===== src/rtl/int_ack_sequencer_pkg.sv =====
// Shared types and defaults for the interrupt acknowledge sequencer.
package int_ack_sequencer_pkg;

  typedef enum logic [2:0] {
    ST_IDLE,
    ST_INTA,
    ST_PUSH,
    ST_VEC_LO,
    ST_VEC_HI,
    ST_LOAD
  } state_e;

  typedef enum logic [1:0] {
    OP_INTA  = 2'd0,
    OP_PUSH  = 2'd1,
    OP_MEMRD = 2'd2
  } bus_op_e;

  typedef enum logic [1:0] {
    IM_0 = 2'd0,
    IM_1 = 2'd1,
    IM_2 = 2'd2
  } im_mode_e;

  localparam logic [15:0] NMI_VEC_DEF = 16'h0066;
  localparam logic [15:0] IM1_VEC_DEF = 16'h0038;

  function automatic logic is_bus_state(input state_e s);
    return (s == ST_INTA) || (s == ST_PUSH) || (s == ST_VEC_LO) || (s == ST_VEC_HI);
  endfunction

endpackage


===== src/rtl/int_ack_sequencer_iff_ctrl.sv =====
// Interrupt enable flip-flops, EI shadow and NMI falling-edge latch.
module int_ack_sequencer_iff_ctrl (
  input  logic clk,
  input  logic rst,
  input  logic p2_ei,
  input  logic p2_di,
  input  logic p2_retn,
  input  logic insn_end,
  input  logic not_nmi,
  input  logic accept_nmi,
  input  logic accept_int,
  output logic iff1,
  output logic iff2,
  output logic ei_hold,
  output logic nmi_pending
);

  logic iff1_q, iff1_d;
  logic iff2_q, iff2_d;
  logic ei_hold_q, ei_hold_d;
  logic nmi_latch_q, nmi_latch_d;
  logic not_nmi_prev_q;

  always_comb begin
    iff1_d      = iff1_q;
    iff2_d      = iff2_q;
    ei_hold_d   = ei_hold_q;
    nmi_latch_d = nmi_latch_q;

    if (p2_di) begin
      iff1_d = 1'b0;
      iff2_d = 1'b0;
    end else if (p2_ei) begin
      iff1_d = 1'b1;
      iff2_d = 1'b1;
    end else if (p2_retn) begin
      iff1_d = iff2_q;
    end

    // The shadow is consumed by the first instruction boundary after EI.
    if (p2_ei && !p2_di) ei_hold_d = 1'b1;
    else if (insn_end)   ei_hold_d = 1'b0;

    if (accept_nmi) begin
      iff2_d = iff1_q;
      iff1_d = 1'b0;
    end else if (accept_int) begin
      iff1_d = 1'b0;
      iff2_d = 1'b0;
    end

    if (accept_nmi)                 nmi_latch_d = 1'b0;
    if (not_nmi_prev_q && !not_nmi) nmi_latch_d = 1'b1;
  end

  always_ff @(posedge clk or posedge rst) begin
    if (rst) begin
      iff1_q         <= 1'b0;
      iff2_q         <= 1'b0;
      ei_hold_q      <= 1'b0;
      nmi_latch_q    <= 1'b0;
      not_nmi_prev_q <= 1'b1;
    end else begin
      iff1_q         <= iff1_d;
      iff2_q         <= iff2_d;
      ei_hold_q      <= ei_hold_d;
      nmi_latch_q    <= nmi_latch_d;
      not_nmi_prev_q <= not_nmi;
    end
  end

  assign iff1        = iff1_q;
  assign iff2        = iff2_q;
  assign ei_hold     = ei_hold_q;
  assign nmi_pending = nmi_latch_q;

endmodule


===== src/rtl/int_ack_sequencer.sv =====
// Interrupt mode state, acceptance and NMI/IM0/IM1/IM2 acknowledge sequencing.
module int_ack_sequencer
  import int_ack_sequencer_pkg::*;
#(
  parameter logic [15:0] NMI_VEC = NMI_VEC_DEF,
  parameter logic [15:0] IM1_VEC = IM1_VEC_DEF
) (
  input  logic        CLK,
  input  logic        RESET,
  input  logic        P2_IM0,
  input  logic        P2_IM1,
  input  logic        P2_IM2,
  input  logic        P2_EI,
  input  logic        P2_DI,
  input  logic        P2_RETN,
  input  logic        insn_end,
  input  logic        notINT,
  input  logic        notNMI,
  input  logic [7:0]  I_reg,
  input  logic [15:0] pc_cur,
  output logic        bus_req,
  output logic [1:0]  bus_op,
  output logic [15:0] bus_addr,
  input  logic        bus_done,
  input  logic [7:0]  bus_rdata,
  output logic        pc_load,
  output logic [15:0] pc_new,
  output logic        inj_valid,
  output logic [7:0]  inj_op,
  output logic        busy,
  output logic [1:0]  im_mode,
  output logic        iff1,
  output logic        iff2
);

  state_e     state_q, state_d;
  im_mode_e   im_mode_q, im_mode_d;
  im_mode_e   mode_q, mode_d;
  logic       nmi_q, nmi_d;
  logic [7:0] v_q, v_d;
  logic [7:0] lo_q, lo_d;
  logic [7:0] hi_q, hi_d;
  logic [15:0] target_q, target_d;
  logic       bus_req_q, bus_req_d;
  logic       inj_valid_q, inj_valid_d;
  logic [7:0] inj_op_q, inj_op_d;

  logic accept_nmi, accept_int;
  logic ei_hold, nmi_pending;
  logic use_vec;
  logic [15:0] vec_addr;

  // The bus unit takes the push data straight from pc_cur.
  logic unused_pc_cur;
  assign unused_pc_cur = ^pc_cur;

  int_ack_sequencer_iff_ctrl u_iff_ctrl (
    .clk         (CLK),
    .rst         (RESET),
    .p2_ei       (P2_EI),
    .p2_di       (P2_DI),
    .p2_retn     (P2_RETN),
    .insn_end    (insn_end),
    .not_nmi     (notNMI),
    .accept_nmi  (accept_nmi),
    .accept_int  (accept_int),
    .iff1        (iff1),
    .iff2        (iff2),
    .ei_hold     (ei_hold),
    .nmi_pending (nmi_pending)
  );

  assign use_vec  = !nmi_q && (mode_q == IM_2);
  assign vec_addr = {I_reg, v_q};

  always_comb begin
    state_d     = state_q;
    im_mode_d   = im_mode_q;
    mode_d      = mode_q;
    nmi_d       = nmi_q;
    v_d         = v_q;
    lo_d        = lo_q;
    hi_d        = hi_q;
    target_d    = target_q;
    inj_valid_d = 1'b0;
    inj_op_d    = inj_op_q;
    accept_nmi  = 1'b0;
    accept_int  = 1'b0;

    if (P2_IM2)      im_mode_d = IM_2;
    else if (P2_IM1) im_mode_d = IM_1;
    else if (P2_IM0) im_mode_d = IM_0;

    case (state_q)
      ST_IDLE: begin
        if (insn_end) begin
          if (nmi_pending) begin
            accept_nmi = 1'b1;
            nmi_d      = 1'b1;
            target_d   = NMI_VEC;
            state_d    = ST_PUSH;
          end else if (!notINT && iff1 && !ei_hold) begin
            accept_int = 1'b1;
            nmi_d      = 1'b0;
            mode_d     = im_mode_q;
            state_d    = ST_INTA;
          end
        end
      end
      ST_INTA: begin
        if (bus_done) begin
          case (mode_q)
            IM_0: begin
              inj_op_d    = bus_rdata;
              inj_valid_d = 1'b1;
              state_d     = ST_IDLE;
            end
            IM_1: begin
              target_d = IM1_VEC;
              state_d  = ST_PUSH;
            end
            default: begin
              v_d     = bus_rdata;
              state_d = ST_PUSH;
            end
          endcase
        end
      end
      ST_PUSH: begin
        if (bus_done) state_d = use_vec ? ST_VEC_LO : ST_LOAD;
      end
      ST_VEC_LO: begin
        if (bus_done) begin
          lo_d    = bus_rdata;
          state_d = ST_VEC_HI;
        end
      end
      ST_VEC_HI: begin
        if (bus_done) begin
          hi_d    = bus_rdata;
          state_d = ST_LOAD;
        end
      end
      ST_LOAD:  state_d = ST_IDLE;
      default:  state_d = ST_IDLE;
    endcase

    // Registered request follows the state being entered.
    bus_req_d = is_bus_state(state_d);
  end

  always_ff @(posedge CLK or posedge RESET) begin
    if (RESET) begin
      state_q     <= ST_IDLE;
      im_mode_q   <= IM_0;
      mode_q      <= IM_0;
      nmi_q       <= 1'b0;
      v_q         <= '0;
      lo_q        <= '0;
      hi_q        <= '0;
      target_q    <= '0;
      bus_req_q   <= 1'b0;
      inj_valid_q <= 1'b0;
      inj_op_q    <= '0;
    end else begin
      state_q     <= state_d;
      im_mode_q   <= im_mode_d;
      mode_q      <= mode_d;
      nmi_q       <= nmi_d;
      v_q         <= v_d;
      lo_q        <= lo_d;
      hi_q        <= hi_d;
      target_q    <= target_d;
      bus_req_q   <= bus_req_d;
      inj_valid_q <= inj_valid_d;
      inj_op_q    <= inj_op_d;
    end
  end

  always_comb begin
    bus_op   = OP_INTA;
    bus_addr = '0;
    case (state_q)
      ST_PUSH:   bus_op = OP_PUSH;
      ST_VEC_LO: begin
        bus_op   = OP_MEMRD;
        bus_addr = vec_addr;
      end
      ST_VEC_HI: begin
        bus_op   = OP_MEMRD;
        bus_addr = vec_addr + 16'd1;
      end
      default: ;
    endcase
  end

  assign bus_req   = bus_req_q;
  assign pc_load   = (state_q == ST_LOAD);
  assign pc_new    = pc_load ? (use_vec ? {hi_q, lo_q} : target_q) : '0;
  assign inj_valid = inj_valid_q;
  assign inj_op    = inj_op_q;
  assign busy      = (state_q != ST_IDLE) || inj_valid_q;
  assign im_mode   = im_mode_q;

endmodule

===== config.mk =====
export PLATFORM = sky130hd
export DESIGN_NAME = int_ack_sequencer
export DESIGN_NICKNAME = d
export VERILOG_FILES = /design/src/rtl/int_ack_sequencer_pkg.sv /design/src/rtl/int_ack_sequencer_iff_ctrl.sv /design/src/rtl/int_ack_sequencer.sv
export SDC_FILE = /design/constraint.sdc
export NUM_CORES = 1
export LEC_CHECK = 0
export ABC_AREA = 1
export ABC_CLOCK_PERIOD_IN_PS = 2550
export CAP_MARGIN = 20
export CORE_ASPECT_RATIO = 1.2
export CORE_MARGIN = 5
export CORE_UTILIZATION = 50
export CTS_BUF_LIST = sky130_fd_sc_hd__clkbuf_2 sky130_fd_sc_hd__clkbuf_4 sky130_fd_sc_hd__clkbuf_8
export DETAILED_ROUTE_END_ITERATION = 6
export PLACE_DENSITY = 0.91
export SYNTH_ARGS = -nofsm -noshare
export SYNTH_HDL_FRONTEND = slang
export SYNTH_HIERARCHICAL = 1
export SYNTH_SLANG_ARGS = --single-unit

===== constraint.sdc =====
create_clock -name CLK -period 2.55 [get_ports CLK]
set_input_delay 0.765 -clock CLK [delete_from_list [all_inputs] [get_ports CLK]]
set_output_delay 0.765 -clock CLK [all_outputs]
set_load 0.01 [all_outputs]

==> After elaboration in Yosys (flattened, before gate mapping) <==
Cells that the tools add are included.
{ "classes": {"addsub": 1, "eq_ne": 15, "mux": 47, "bitwise": 2, "n_reduce_logical": 33} }
{ "op_table": {"columns": ["cell", "n"], "rows": [
  ["$mux W16", 6],
  ["$pmux W16 S2", 2],
  ["$mux W1", 25],
  ["$mux W3", 8],
  ["$add A16 B1 Y16 const B", 1],
  ["$pmux W3 S5", 1],
  ["$eq A3 B2 Y1 const B", 4],
  ["$eq A3 B3 Y1 const B", 3],
  ["$reduce_and A3 Y1", 3],
  ["$mux W2", 4],
  ["$reduce_bool A2 Y1", 4],
  ["$eq A3 B1 Y1 const B", 2],
  ["$reduce_bool A3 Y1", 2],
  ["$logic_and A1 B1 Y1", 5],
  ["$logic_not A1 Y1", 5],
  ["$reduce_and A5 Y1", 1],
  ["$reduce_bool A5 Y1", 1],
  ["$logic_or A1 B1 Y1", 4],
  ["$ne A2 B1 Y1 const B", 2],
  ["$ne A2 B2 Y1 const B", 2],
  ["$pmux W2 S2", 1],
  ["$reduce_and A2 Y1", 2],
  ["$reduce_and A4 Y1", 1],
  ["$reduce_bool A4 Y1", 1],
  ["6 further kinds", 8]
]} }
{ "totals": {"ff_bits": 63, "in_bits": 44, "out_inout_bits": 50, "wordCells": 114} }

==> Depth between registers and ports, before layout <==
Gate-level depths: netlist of the first run.
{ "logic_depth": {"depth_word": 11, "ltp_mapped": 9, "ltp_nobuf": 9} }

==> By module <==
The synthesis of the first run kept the hierarchy.
{ "by_module_without_submodules": {"columns": ["mod", "n_inst", "cells_each", "area_each_um2"], "rows": [
  ["int_ack_sequencer", 1, 362, 2651.3],
  ["int_ack_sequencer_iff_ctrl", 1, 26, 214.0]
]} }

==> Worst setup path after synthesis of the first run <==
No wires, ideal clock.
{ "synth_path": {"path_kind": "input port to output port", "start": "input port I_reg[2]", "end": "output port bus_addr[13]", "arrival_time_ns": 1.312, "t_required_ns": 1.785, "setup_slack_ns": 0.473, "path_stages": 6, "path_cell_list": "nand4_1 nor2_2 nand2_1 nand2_1 nand3_1 nand2_1"} }
{ "synth_via": {"elab_chain_cells": 2} }
{ "synth_lines": {"columns": ["item", "line_no", "rtl"], "rows": [
  ["start, declared", "int_ack_sequencer.sv:19", "input logic [7:0] I_reg,"],
  ["$add A16 B1 Y16", "int_ack_sequencer.sv:191", "bus_addr = vec_addr + 16'd1;"],
  ["$pmux W16 S2", "int_ack_sequencer.sv:183", "case (state_q)"],
  ["end, declared", "int_ack_sequencer.sv:23", "output logic [15:0] bus_addr,"]
]} }
No other way between the ends.

==> Worst setup path in the final report of the first run <==
{ "layout_path": {"start": "input port I_reg[2]", "end": "output port bus_addr[15]"} }
Same word-level chain as after synthesis.

==> results of run 1 <==
==> kinds of logic (layout without fill, tap and decap cells) <==
| kind of cell | after synthesis | in the layout | synth area share |
|---|---|---|---|
| buf+inv | 68 | 184 | 0.102 |
| compound gates | 73 | 73 | 0.158 |
| simple gates | 196 | 196 | 0.299 |
| fa+ha+maj | 1 | 1 | 0.00437 |
| flops | 50 | 50 | 0.437 |
==> routing by layer <==
metal / vias up / GRT usage / wire (µm)
li1: 1466 / - / -
met1: 1476 / 0.273 / 3300
met2: 158 / 0.409 / 4710
met3: 32 / 0.0438 / 615
met4: 0 / 0.0917 / 237
met5: - / 0 / 0
==> tightest hold or removal path, delay by kind of cell (launching register included) <==
family        cells  cell delay (ns)
buf+inv           1             0.05
flops             1             0.33
simple gates      1             0.06
==> area by class of cell <==
type                       instances  area, µm²  share of cell area
sequential                        50       1260               0.301
tap                               64       80.1              0.0191
clock inverter                     2       38.8             0.00926
inverter                          59        226              0.0541
multi-input combinational        270       1470               0.352
clock buffer                       6       82.6              0.0197
timing repair buffer             117       1030               0.245
==> flip-flops by register name, indices dropped and copies added (netlist names) <==
register and count:
hi_q 8, inj_op 8, lo_q 8, v_q 8, state_q 3, target_q 3
im_mode 2, mode_q 2, bus_req 1, inj_valid 1, nmi_q 1, u_iff_ctrl/ei_hold 1
u_iff_ctrl/iff1 1, u_iff_ctrl/iff2 1, u_iff_ctrl/nmi_pending 1, u_iff_ctrl/not_nmi_prev_q 1
==> through the flow <==
stage / std cells / hold slack [ns] / util / instance area, µm² / setup TNS (ns)
final: 568 / 0.475 / 0.744 / 4190 / 0
after CTS: 554 / 0.472 / 0.711 / 4000 / -0.157
after global placement: 540 / 0.437 / 0.679 / 3820 / -4.53
after floorplan: 388 / 0.422 / - / 2870 / 0
after global routing: 568 / 0.490 / 0.744 / 4190 / -0.380
after detailed placement: 540 / 0.452 / 0.679 / 3820 / -4.74
==> worst max-delay path by stage <==
| stage | start | slack (ns) | to | cells past startpoint |
|---|---|---|---|---|
| 6_report | I_reg[2] | 0.001 | bus_addr[15] | 9 |
| 4_1_cts | v_q[5]$_DFFE_PP0P_ | -0.08 | bus_addr[13] | 10 |
| 3_5_place_dp | I_reg[0] | -0.71 | bus_addr[13] | 8 |
| 3_3_place_gp | I_reg[0] | -0.65 | bus_addr[14] | 8 |
| 2_1_floorplan | I_reg[2] | 0.47 | bus_addr[13] | 6 |
| 5_1_grt | v_q[0]$_DFFE_PP0P_ | -0.09 | bus_addr[15] | 10 |
==> power by group <==
group | internal (µW) | switching, µW | total [µW]
clock network | 323 | 264 | 587
logic | 649 | 843 | 1490
registers | 1070 | 185 | 1250
total | 2040 | 1290 | 3330
==> placed cells by master, fill, tap and decap left out, types with 4 or more instances in the layout <==
cell	synthesis	layout
nand2_1	114	109
inv_1	51	46
dfrtp_1	49	44
clkdlybuf4s50_1	0	36
buf_4	0	35
o21ai_0	33	30
nor2_1	31	26
dlygate4sd2_1	0	23
nand3_1	21	18
o21ai_2	17	17
a21oi_1	11	11
inv_2	8	10
nor2_4	2	8
clkbuf_2	0	8
nand2_2	4	7
nor2_2	7	6
nand4_1	6	6
clkbuf_8	0	6
o21ai_1	2	5
buf_6	4	5
dfrtp_2	0	5
clkdlybuf4s15_1	0	4
==> what timing repair did <==
action                     in CTS  in global routing
hold endpoints to repair        0                  0
resized for setup              77                 56
setup endpoints to repair      34                 16
buffers inserted                6                 14
pin swaps                       7                 16
==> results.sh, run 1 <==
export IMPL_worstPathMaxFanout=5
export IMPL_core_area_mm2=0.00563
export IMPL_synth_cell_types=30
export IMPL_rr_worst_depth=9
export IMPL_fillers=385
export IMPL_drcViolationCount=0
export IMPL_die_y_um=92.9
export IMPL_final_antenna_net_count=0
export IMPL_cts_made_buffers=5
export IMPL_routed_wl_um=8870
export IMPL_cp_required_ns=1.79
export IMPL_yosysSeqAreaShare=0.437
export IMPL_cts_buffer_depth=2
export IMPL_hold_viol_final=0
export IMPL_ir_drop_mv=0.598
export IMPL_vias=3132
export IMPL_period_needed_ns=2.55
export IMPL_synth_area_top_cells="dfrtp_1 43%, nand2_1 15%, inv_1 6.7%"
export IMPL_drv_cap=0
export IMPL_ctsRootBufferMaster="clkbuf_8"
export IMPL_layout_drive_gt1_share=0.270
export IMPL_synth_flop_cell="dfrtp_1"
export IMPL_power_total_uw=3330
export IMPL_initial_core_util=0.509
export IMPL_clk_pin_slew_ns=0.08
export IMPL_grt_pass1_wl_um=13600
export IMPL_r2r_start="state_q[1]$_DFF_PP0_"
export IMPL_hold_buffers=0
export IMPL_dp_hpwl_um=5860
export IMPL_yosysTopAreaCell="dfrtp_1"
export IMPL_synth_area_mm2=0.00287
export IMPL_worst_pin_slew_ns=0.560
export IMPL_avgSynthCellArea_um2=7.38
export IMPL_hold_depth=2
export IMPL_crit_slowest_cell="nand4_1"
export IMPL_min_delay_path_class="flip-flop to flip-flop"
export IMPL_cts_sinks=50
export IMPL_r2r_end="bus_req$_DFF_PP0_"
export IMPL_rows=30
export IMPL_path_class="input pin to primary output"
export IMPL_syn_to_final_growth_pct=46.1
export IMPL_grt_pass1_vias=2994
export IMPL_synth_edf_count=0
export IMPL_end_kind="primary output"
export IMPL_cts_htree_levels=2
export IMPL_pre_cts_ws_ns=-0.706
export IMPL_syn_num_nets=433
export IMPL_hold_end="target_q[5]$_DFFE_PP0P_"
export IMPL_worst_setup_path_start_kind="input pin"
export IMPL_first_pass_iters=5
export IMPL_drv_slew=0
export IMPL_grt_usage=0.231
export IMPL_synth_top_area_frac=0.428
export IMPL_ios=94
export IMPL_wl_per_cell_um=15.6
export IMPL_grt_max_degree=46
export IMPL_vias_per_cell=5.51
export IMPL_p_per_area_mw_per_mm2=795
export IMPL_netlist_top_cells_count="114 x nand2_1, 51 x inv_1, 49 x dfrtp_1, 33 x o21ai_0, 31 x nor2_1"
export IMPL_async_flop_share=1.00
export IMPL_drtIter0Drc=226
export IMPL_cp_num_buf_inv=3
export IMPL_grt_overflow_total=0
export IMPL_arrival_ns=1.78
export IMPL_die_w_um=79.1
export IMPL_worstHoldStart="target_q[5]$_DFFE_PP0P_"
export IMPL_outcome="complete, no violations"
export IMPL_cp_top_family="simple AND/OR/NAND/NOR gates"
export IMPL_slew_headroom=0.627
export IMPL_postLayoutSetupSlackWorst_ns=0.00118
export IMPL_cp_cell_sequence="buf_6, nand4_1, nor2_4, buf_6, nand2_2, nand2_1, nand3_2, nand2_1, buf_2"
export IMPL_n_antenna_cell=0
export IMPL_rrSetupSlack_ns=1.03
export IMPL_slowest_delay_ns=0.23
export IMPL_clock_latency_ns=0.31
export IMPL_min_period_over_period=1.00
export IMPL_max_freq_mhz=392
export IMPL_antenna_found_initial=0
export IMPL_synth_most_common_cell="nand2_1"
export IMPL_total_leakage_power_uw=0.00211
export IMPL_die_area_mm2=0.00735
export IMPL_synthCells=388
export IMPL_cts_tree="yes"
export IMPL_yosysWarnings=6
export IMPL_clock_skew_ns=0.00997
export IMPL_ys_ff_latch=50
export IMPL_fin_nets=548
export IMPL_place_congestion=0.932
export IMPL_setup_viol=0
export IMPL_io_buffer_count=77
Power figures use the tool's default switching activity.
==> run 2: changes to the inputs <==
- CORE_MARGIN: 5 -> unset
==> results.sh, run 2 (synthesized netlist as in run 1, its figures left out) <==
export IMPL_cp_startpoint="state_q[1]$_DFF_PP0_"
export IMPL_wl_per_cell_um=15.6
export IMPL_grt_usage=0.281
export IMPL_violations="design-rule violations"
export IMPL_min_period_over_period=0.994
export IMPL_ir_drop_mv=0.656
export IMPL_grt_pass1_vias=3070
export IMPL_cts_buffer_depth=2
export IMPL_die_y_um=84.9
export IMPL_n_antenna_cell=0
export IMPL_period_needed_ns=2.53
export IMPL_cp_num_buf_inv=3
export IMPL_worst_setup_path_start_kind="flip-flop"
export IMPL_crit_slowest_cell="dfrtp_2"
export IMPL_drv_slew=0
export IMPL_slew_headroom=0.628
export IMPL_pre_cts_ws_ns=-0.680
export IMPL_rsz0062_at_grt="true"
export IMPL_min_delay_path_class="flip-flop to flip-flop"
export IMPL_worstPathMaxFanout=6
export IMPL_layout_drive_gt1_share=0.263
export IMPL_path_class="flip-flop to primary output"
export IMPL_cp_cell_sequence="inv_2, nand2_1, nor2_2, inv_1, or2_2, clkdlybuf4s15_1"
export IMPL_place_inst=542
export IMPL_die_w_um=71.1
export IMPL_cts_sinks=50
export IMPL_clk_pin_slew_ns=0.11
export IMPL_final_cells=560
export IMPL_cts_tree="yes"
export IMPL_io_buffer_count=77
export IMPL_grt_pass1_wl_um=13600
export IMPL_grt_overflow_total=0
export IMPL_final_antenna_net_count=0
export IMPL_dp_hpwl_um=5750
export IMPL_postLayoutSetupSlackWorst_ns=0.0165
export IMPL_drv_cap=0
export IMPL_arrival_ns=1.77
export IMPL_die_area_mm2=0.00604
export IMPL_first_pass_iters=7
export IMPL_initial_core_util=0.530
export IMPL_power_total_uw=3330
export IMPL_rr_worst_depth=9
export IMPL_endpoint="busy"
export IMPL_path_depth=6
export IMPL_p_per_area_mw_per_mm2=812
export IMPL_drtIter0Drc=148
export IMPL_layout_commonest_cell="nand2_1"
export IMPL_clock_skew_ns=0.0164
export IMPL_cp_required_ns=1.79
export IMPL_cts_htree_levels=2
export IMPL_core_area_mm2=0.00541
export IMPL_drcViolationCount=7
export IMPL_cp_top_family="simple AND/OR/NAND/NOR gates"
export IMPL_clock_latency_ns=0.32
export IMPL_ctsRootBufferMaster="clkbuf_8"
export IMPL_grt_max_degree=46
export IMPL_vias=3090
export IMPL_hold_viol_final=0
export IMPL_rrSetupSlack_ns=0.89
export IMPL_ios=94
export IMPL_mostFrequentLayoutCells="109 x nand2_1, 46 x inv_1, 46 x dfrtp_1"
export IMPL_syn_to_final_growth_pct=43.2
export IMPL_antenna_found_initial=0
export IMPL_routed_wl_um=8760
export IMPL_total_leakage_power_uw=0.00209
export IMPL_vias_per_cell=5.52
export IMPL_fin_tns_setup_ns=0
export IMPL_max_freq_mhz=395
export IMPL_worst_pin_slew_ns=0.557
export IMPL_worstHoldStart="target_q[5]$_DFFE_PP0P_"
export IMPL_fin_nets=542
export IMPL_setup_viol=0
export IMPL_rows=29
export IMPL_cts_made_buffers=5
export IMPL_r2r_end="u_iff_ctrl/iff2$_DFFE_PP0P_"
export IMPL_place_congestion=0.892
export IMPL_slowest_delay_ns=0.50
export IMPL_outcome="finished with violations"
export IMPL_end_kind="primary output"
export IMPL_r2r_start="state_q[1]$_DFF_PP0_"
==> run 2: cell types whose count changed in the layout (fill, tap and decap cells not counted), moves of 2 or more <==
cell | before | now
dfrtp_1 | 44 | 46
buf_4 | 35 | 29
dfrtp_2 | 5 | 3
buf_2 | 3 | 6
clkdlybuf4s15_1 | 4 | 2
==> run 2: area by class of cell <==
class | instances | area [µm²]
timing repair buffer | 111 | 963
sequential | 50 | 1260
tap | 62 | 77.6
inverter | 59 | 226
fill | 401 | 1300
multi-input combinational | 270 | 1460
clock buffer | 5 | 68.8
clock inverter | 3 | 48.8
==> run 2: where the power goes <==
part,leakage [µW],total [µW],internal [µW],switching [µW]
sequential,0.000630,1270,1060,207
combinational,0.00140,1470,630,836
clock,0.0000563,594,299,295
==> run 2: how the worst min path moves through the flow <==
stage                         endpoint  slack, ns  cells after the start
2_1_floorplan  target_q[5]$_DFFE_PP0P_       0.42                      2
3_3_place_gp   target_q[5]$_DFFE_PP0P_       0.44                      2
3_5_place_dp   target_q[5]$_DFFE_PP0P_       0.46                      2
4_1_cts        target_q[5]$_DFFE_PP0P_       0.48                      2
5_1_grt        target_q[5]$_DFFE_PP0P_       0.51                      2
6_report       target_q[5]$_DFFE_PP0P_       0.48                      2
==> run 2: per-stage QoR <==
| step | area (µm²) | utilization | hold WS [ns] |
|---|---|---|---|
| finish | 4100 | 0.759 | 0.483 |
| detailed placement | 3850 | 0.712 | 0.459 |
| floorplan | 2870 | - | 0.422 |
| global placement | 3850 | 0.712 | 0.437 |
| global route | 4100 | 0.759 | 0.510 |
| CTS | 4020 | 0.743 | 0.483 |
==> run 2: repair_timing <==
| item | CTS | global route |
|---|---|---|
| pin swaps | 8 | 13 |
| endpoints found under the setup margin | 34 | 17 |
| hold buffers | 0 | 0 |
| resized for setup | 83 | 52 |
| buffers inserted | 6 | 4 |
==> run 2: worst register-to-register path, stage by stage, from the launching register on <==
cell     delay [ns]
dfrtp_2        0.50
inv_2          0.10
nand2_1        0.07
nor2_2         0.17
buf_4          0.13
nand4_1        0.20
inv_1          0.18
nor2_2         0.07
nand3_1        0.08
nand2_1        0.05
==> run 2: per-layer routing <==
metal / part of all wire / track usage / wire length, µm
met1: 0.38 / 0.328 / 3330
met2: 0.53 / 0.514 / 4610
met3: 0.056 / 0.0404 / 488
met4: 0.038 / 0.116 / 333
met5: 0 / 0 / 0
